$ cat config.mk
export PLATFORM = sky130hd
export DESIGN_NAME = proc_fetch_flat
export DESIGN_NICKNAME = d
export VERILOG_FILES = /design/src/rtl/proc_fetch_if.sv /design/src/rtl/proc_fetch.sv /design/src/flat_wrapper.sv
export SDC_FILE = /design/constraint.sdc
export NUM_CORES = 1
export LEC_CHECK = 0
export BUFFER_PORTS_ARGS = -buffer_cell sky130_fd_sc_hd__buf_2
export CELL_PAD_IN_SITES_DETAIL_PLACEMENT = 0
export CELL_PAD_IN_SITES_GLOBAL_PLACEMENT = 1
export CORE_ASPECT_RATIO = 2
export CORE_MARGIN = 2
export CORE_UTILIZATION = 45
export CTS_BUF_LIST = sky130_fd_sc_hd__clkbuf_2
export DETAILED_ROUTE_END_ITERATION = 12
export PLACE_DENSITY = 0.83
export SYNTH_ARGS = -nofsm -noshare
export SYNTH_HDL_FRONTEND = slang
export SYNTH_SLANG_ARGS = --single-unit
$ cat constraint.sdc
create_clock -name clk -period 3.2 [get_ports clk]
set_clock_uncertainty 0.2 [all_clocks]
set_input_delay 0.32 -clock clk [delete_from_list [all_inputs] [get_ports clk]]
set_output_delay 0.32 -clock clk [all_outputs]
set_load 0.02 [all_outputs]
$ cat src/rtl/proc_fetch_if.sv
// proc_fetch_if: fetch-unit bus bundle (instruction memory, decode handshake, redirect/halt control).
// master = fetch unit, slave = memory/decode/execute environment.
interface proc_fetch_if;
    logic        imemreq_val;
    logic [31:0] imemreq_addr;
    logic [31:0] imemresp_data;
    logic        inst_val;
    logic        inst_rdy;
    logic [31:0] inst_data;
    logic [31:0] inst_pc;
    logic        redirect_val;
    logic [31:0] redirect_pc;
    logic        halt_req;
    modport master (
        output imemreq_val, imemreq_addr, inst_val, inst_data, inst_pc,
        input  imemresp_data, inst_rdy, redirect_val, redirect_pc, halt_req
    );
    modport slave (
        input  imemreq_val, imemreq_addr, inst_val, inst_data, inst_pc,
        output imemresp_data, inst_rdy, redirect_val, redirect_pc, halt_req
    );
endinterface

$ cat src/rtl/proc_fetch.sv
// proc_fetch: instruction fetch unit with a DEPTH-entry circular instruction queue.
// Define PROC_FETCH_BYPASS_EN to let a fetched word reach decode in the same cycle when the queue is empty.
module proc_fetch #(
    parameter logic [31:0] RESET_ADDR = 32'h0000_0000,
    parameter int          DEPTH      = 2
) (
    input logic           clk,
    input logic           rst_n,
    proc_fetch_if.master  bus
);
    localparam int AW = $clog2(DEPTH);
    localparam int CW = $clog2(DEPTH + 1);

    typedef enum logic [1:0] {BOOT, RUN, HALT} state_e;

    state_e          state_q, state_d;
    logic [31:0]     fpc_q, fpc_d;
    logic [CW-1:0]   count_q, count_d;
    logic [AW-1:0]   head_q, head_d, tail_q, tail_d;
    logic [31:0]     data_q [DEPTH];
    logic [31:0]     pc_q   [DEPTH];
    logic            q_val, fetch, byp, enq, deq;
    logic            unused_rpc;

    assign unused_rpc = ^bus.redirect_pc[1:0];

    always_comb begin
        q_val = (count_q != '0) && !bus.redirect_val;
        fetch = (state_q == RUN) && !bus.redirect_val && !bus.halt_req &&
                ((count_q < CW'(DEPTH)) || (q_val && bus.inst_rdy));
`ifdef PROC_FETCH_BYPASS_EN
        byp   = fetch && (count_q == '0);
`else
        byp   = 1'b0;
`endif
        deq   = q_val && bus.inst_rdy;
        // A bypassed word that decode takes right away never occupies a slot.
        enq   = fetch && !(byp && bus.inst_rdy);
        state_d = (state_q == BOOT || bus.redirect_val) ? RUN :
                  (state_q == RUN && bus.halt_req)       ? HALT : state_q;
        fpc_d   = bus.redirect_val ? {bus.redirect_pc[31:2], 2'b00} :
                  fetch            ? fpc_q + 32'd4 : fpc_q;
        head_d  = bus.redirect_val ? '0 : deq ? head_q + AW'(1) : head_q;
        tail_d  = bus.redirect_val ? '0 : enq ? tail_q + AW'(1) : tail_q;
        count_d = bus.redirect_val ? '0 : count_q + CW'(enq) - CW'(deq);
    end

    assign bus.imemreq_val  = fetch;
    assign bus.imemreq_addr = fpc_q;
    assign bus.inst_val     = q_val || byp;
    assign bus.inst_data    = byp ? bus.imemresp_data : data_q[head_q];
    assign bus.inst_pc      = byp ? fpc_q : pc_q[head_q];

    always_ff @(posedge clk or negedge rst_n) begin
        if (!rst_n) begin
            state_q <= BOOT;
            fpc_q   <= RESET_ADDR;
            count_q <= '0;
            head_q  <= '0;
            tail_q  <= '0;
        end else begin
            state_q <= state_d;
            fpc_q   <= fpc_d;
            count_q <= count_d;
            head_q  <= head_d;
            tail_q  <= tail_d;
        end
    end

    // Storage is cleared on reset so the head reads as zero while reset is held.
    always_ff @(posedge clk or negedge rst_n) begin
        if (!rst_n) begin
            for (int i = 0; i < DEPTH; i++) begin
                data_q[i] <= '0;
                pc_q[i]   <= '0;
            end
        end else if (enq) begin
            data_q[tail_q] <= bus.imemresp_data;
            pc_q[tail_q]   <= fpc_q;
        end
    end
endmodule

$ cat src/flat_wrapper.sv
// flat-port wrapper written by rule: the top's interface ports become plain ports
module proc_fetch_flat 
#(
    parameter logic [31:0] RESET_ADDR = 32'h0000_0000,
    parameter int          DEPTH      = 2
)
  (clk, rst_n, bus_imemreq_val, bus_imemreq_addr, bus_inst_val, bus_inst_data, bus_inst_pc, bus_imemresp_data, bus_inst_rdy, bus_redirect_val, bus_redirect_pc, bus_halt_req);
  proc_fetch_if bus_i ();
  input logic clk;
  input logic rst_n;
  output wire logic [$bits(bus_i.imemreq_val)-1:0] bus_imemreq_val;
  output wire logic [$bits(bus_i.imemreq_addr)-1:0] bus_imemreq_addr;
  output wire logic [$bits(bus_i.inst_val)-1:0] bus_inst_val;
  output wire logic [$bits(bus_i.inst_data)-1:0] bus_inst_data;
  output wire logic [$bits(bus_i.inst_pc)-1:0] bus_inst_pc;
  input wire logic [$bits(bus_i.imemresp_data)-1:0] bus_imemresp_data;
  input wire logic [$bits(bus_i.inst_rdy)-1:0] bus_inst_rdy;
  input wire logic [$bits(bus_i.redirect_val)-1:0] bus_redirect_val;
  input wire logic [$bits(bus_i.redirect_pc)-1:0] bus_redirect_pc;
  input wire logic [$bits(bus_i.halt_req)-1:0] bus_halt_req;
  assign bus_imemreq_val = bus_i.imemreq_val;
  assign bus_imemreq_addr = bus_i.imemreq_addr;
  assign bus_inst_val = bus_i.inst_val;
  assign bus_inst_data = bus_i.inst_data;
  assign bus_inst_pc = bus_i.inst_pc;
  assign bus_i.imemresp_data = bus_imemresp_data;
  assign bus_i.inst_rdy = bus_inst_rdy;
  assign bus_i.redirect_val = bus_redirect_val;
  assign bus_i.redirect_pc = bus_redirect_pc;
  assign bus_i.halt_req = bus_halt_req;
  proc_fetch #(.RESET_ADDR(RESET_ADDR), .DEPTH(DEPTH)) u_core (.clk(clk), .rst_n(rst_n), .bus(bus_i));
endmodule
==> impl_metrics.csv <==
group,metric,value,unit
yosys,synthArstFlopShare,100,%
setup_path,cp.depth,3,
floorplanning,core,0.0162,mm2
hold_path,hold_path.class,"input pin to register",
power_and_ir_drop,clkPwrFrac,14.3,%
layout,final_nets,894,
setup_path,rr_worst_depth,5,
timing,worstMarginPinSlew,975,ps
power_and_ir_drop,power.internal,4.01,mW
global_route,grt_pass1_vias,5994,
power_and_ir_drop,ir_drop,0.000397,V
layout,nFillCells,1394,
yosys,ys_ff_latch,160,
floorplanning,start_util,45.7,%
setup_path,criticalPathCategory,"register to primary output",
yosys,synth_flop_cell,"dfrtp_1",
drt,vias,5645,
setup_path,regToRegEndpoint,"u_core.data_q[7]",
power_and_ir_drop,power_density,653,mW/mm2
place,dp_hpwl,12.4,mm
yosys,ys_seq_area_share,54.1,%
clocking,cts_root_buffer,"clkbuf_2",
yosys,syn_avg_cell_area,12.9,um2
timing,fin_tns_setup,0,ps
place,placed_cell_area,0.00839,mm2
setup_path,cp-start-kind,"register",
global_route,overflow,0,
setup_path,timing.rr.start,"u_core.state_q[1]",
layout,drive_gt1_share,45.8,%
drt,wl_per_cell,18.1,um
clocking,ctsResizeCount,0,
power_and_ir_drop,seq_power_share,49.7,%
place,portBuffers,160,
timing,min_period_over_period,93.7,%
clocking,clockBufferDepth,2,
setup_path,critPathSlowestCell,"dfrtp_2",
drt,initialDrtViolationCount,200,
setup_path,critPathMaxFanout,24,
setup_path,path_delay_family,"flip-flops",
clocking,insertion_delay,730,ps
setup_path,worstPathRequired,2680,ps
place,gp_congestion,0.778,
timing,post-route-min-period,3000,ps
power_and_ir_drop,leakage,4.36,nW
power_and_ir_drop,p_switching,2.21,mW
floorplanning,dieArea,0.0175,mm2
setup_path,path_cells,"buf_4, mux2_2, buf_2",
clocking,cts_tree,"built",
floorplanning,die_h,185,um
drt,drt-total-wl,18.9,mm
setup_path,critPathBufInv,2,
global_route,antenna_found_initial,1,
timing,slew_viol_final,0,
setup_path,cp-endpoint,"bus_inst_data[8]",
job,max_cap_violations,0,
setup_path,r2r_slack,370,ps
timing,setup_viol,0,
setup_path,worst_path_largest_cell_delay,820,ps
power_and_ir_drop,p_sw_share,35.5,%
global_route,grt_first_pass_wirelength,29.7,mm
setup_path,endpoint_kind,"primary output",
clocking,htreeDepth,4,
yosys,yosys_warnings,0,
setup_path,critical_path_arrival,2480,ps
yosys,synth_edf_count,0,
clocking,clkSinkCount,160,
yosys,ys_types,40,
layout,syn_to_final_growth,28.7,%
clocking,path_clk_slew,250,ps
drt,dr.pass1.iters,5,
timing,slew_headroom,35.0,%
floorplanning,die_w,94.6,um
setup_path,setup.worst_path.start,"u_core.head_q",
clocking,cts_setup_buffers,0,
global_route,grt_use_total,22.4,%
global_route,grt_max_degree,69,
clocking,cts_hold_buf,94,
status,status,"finished, final reports clean",
timing,hold_viol,0,
drt,vias_per_cell,5.43,
floorplanning,ios,167,
floorplanning,row_count,66,
yosys,syn_area,0.00739,mm2
power_and_ir_drop,power_frac_comb,36.0,%
timing,clock.fmax,333,MHz
clocking,cts_buffers,17,
drt,drc,0,
yosys,syn_inst,573,
timing,rsz0062_at_grt,"false",
timing,hold_slack,154,ps
drt,antenna_left,0,
layout,fin_area,0.00952,mm2
-- cell usage in the layout, fill, tap and decap left out, types with 3 or more instances in the layout --
cell type      instances
mux2_2               170
buf_2                159
dfrtp_1              159
dlygate4sd3_1         93
nand2_1               41
o21ai_0               23
nor2_1                22
clkbuf_2              20
nand3_1               15
mux2_1                14
o311ai_0              12
nand4_1                9
o211ai_1               8
clkinv_2               7
buf_4                  7
a31oi_1                6
inv_1                  5
nor3_1                 5
a22oi_1                4
conb_1                 4
a21o_1                 3
nor2b_1                3
xor2_1                 3
and3_1                 3
a31o_2                 3
a21oi_1                3
a221o_1                3
mux2i_1                3
ha_1                   3
clkinvlp_4             3
buf_12                 3
-- sequential cells by signal, summed over array words and instances, names as in the netlist --
name,flops
u_core.head_q,1
u_core.bus.imemreq_addr,30
u_core.count_q,2
u_core.pc_q,60
u_core.data_q,64
u_core.tail_q,1
u_core.state_q,2
-- cells in the mapped netlist, types with 4 or more instances --
cell,count,area [um2]
mux2_2,170,1910
dfrtp_1,160,4000
nand2_1,41,154
o21ai_0,23,115
nor2_1,22,82.6
clkbuf_1,16,60.1
nand3_1,15,75.1
mux2_1,14,158
buf_4,12,90.1
o311ai_0,12,105
buf_2,9,45.0
nand4_1,9,56.3
o211ai_1,8,60.1
a31oi_1,6,37.5
inv_1,5,18.8
nor3_1,5,25.0
a22oi_1,4,30.0
-- worst reg2reg max path, cell delays in order, from the launching register on --
cell and delay, ps:
dfrtp_1 460, or4b_1 510, a21o_1 190, clkinv_2 210
nand2_4 550, mux2_1 580
-- worst min path at each step --
stage | startpoint | endpoint | slack, ps | cells past startpoint
finish | bus_redirect_pc[6] | u_core.bus.imemreq_addr[6] | 150 | 3
global route | bus_redirect_pc[6] | u_core.bus.imemreq_addr[6] | 60 | 3
CTS | bus_imemresp_data[9] | u_core.data_q[9] | 70 | 3
detailed placement | rst_n | u_core.data_q[48] | 150 | 1
global placement | rst_n | u_core.data_q[16] | 130 | 1
floorplan | rst_n | u_core.bus.imemreq_addr[10] | -180 | 0
-- stage by stage --
stage	instances	total power [mW]	util [%]	worst slack (ps)
4_1_cts	1038	6.28	58.8	92.2
3_3_place_gp	913	5.14	51.8	455
5_1_grt	1039	6.62	58.8	0.811
2_1_floorplan	576	4.55	-	733
3_5_place_dp	913	5.29	51.8	384
6_report	1039	6.21	58.8	201
-- layout make-up --
class                           count  area, um2  share of cell area, %
Clock buffer                       20        100                   1.05
Inverter                            6       23.8                  0.250
Antenna cell                        1       2.50                 0.0263
Tap cell                          204        255                   2.68
Clock inverter                     11       70.1                  0.736
Timing Repair Buffer              264       1880                   19.7
Multi-Input combinational cell    373       3180                   33.4
Sequential cell                   160       4010                   42.1
-- routing by layer --
metal / vias up / share of wire [%] / track usage (%)
met3: 41 / 4.5 / 4.88
met4: 0 / 4.2 / 12.5
met5: - / 0 / 0
li1: 2571 / - / -
met1: 2866 / 35 / 23.2
met2: 167 / 56 / 40.6
-- kinds of logic after synthesis --
group / after synthesis / synth area share (%)
muxes: 187 / 28.4
DFF: 160 / 54.1
and+or+nand+nor: 107 / 7.11
AOI/OAI and AO/OA: 68 / 6.33
buffers and inverters: 43 / 2.96
xor gates and xnor gates: 4 / 0.474
adders and majority gates: 3 / 0.508
other: 1 / 0.0507
-- power by group through the flow --
stage / clock [mW] / sequential (mW) / combinational [mW]
finish: 0.890 / 3.09 / 2.24
global route: 1.03 / 3.17 / 2.42
CTS: 0.935 / 3.08 / 2.26
global placement: 0 / 3.06 / 2.09
detailed placement: 0 / 3.13 / 2.16
floorplan: 0 / 3.01 / 1.54
Note: power is estimated with default switching activity, not from simulation.
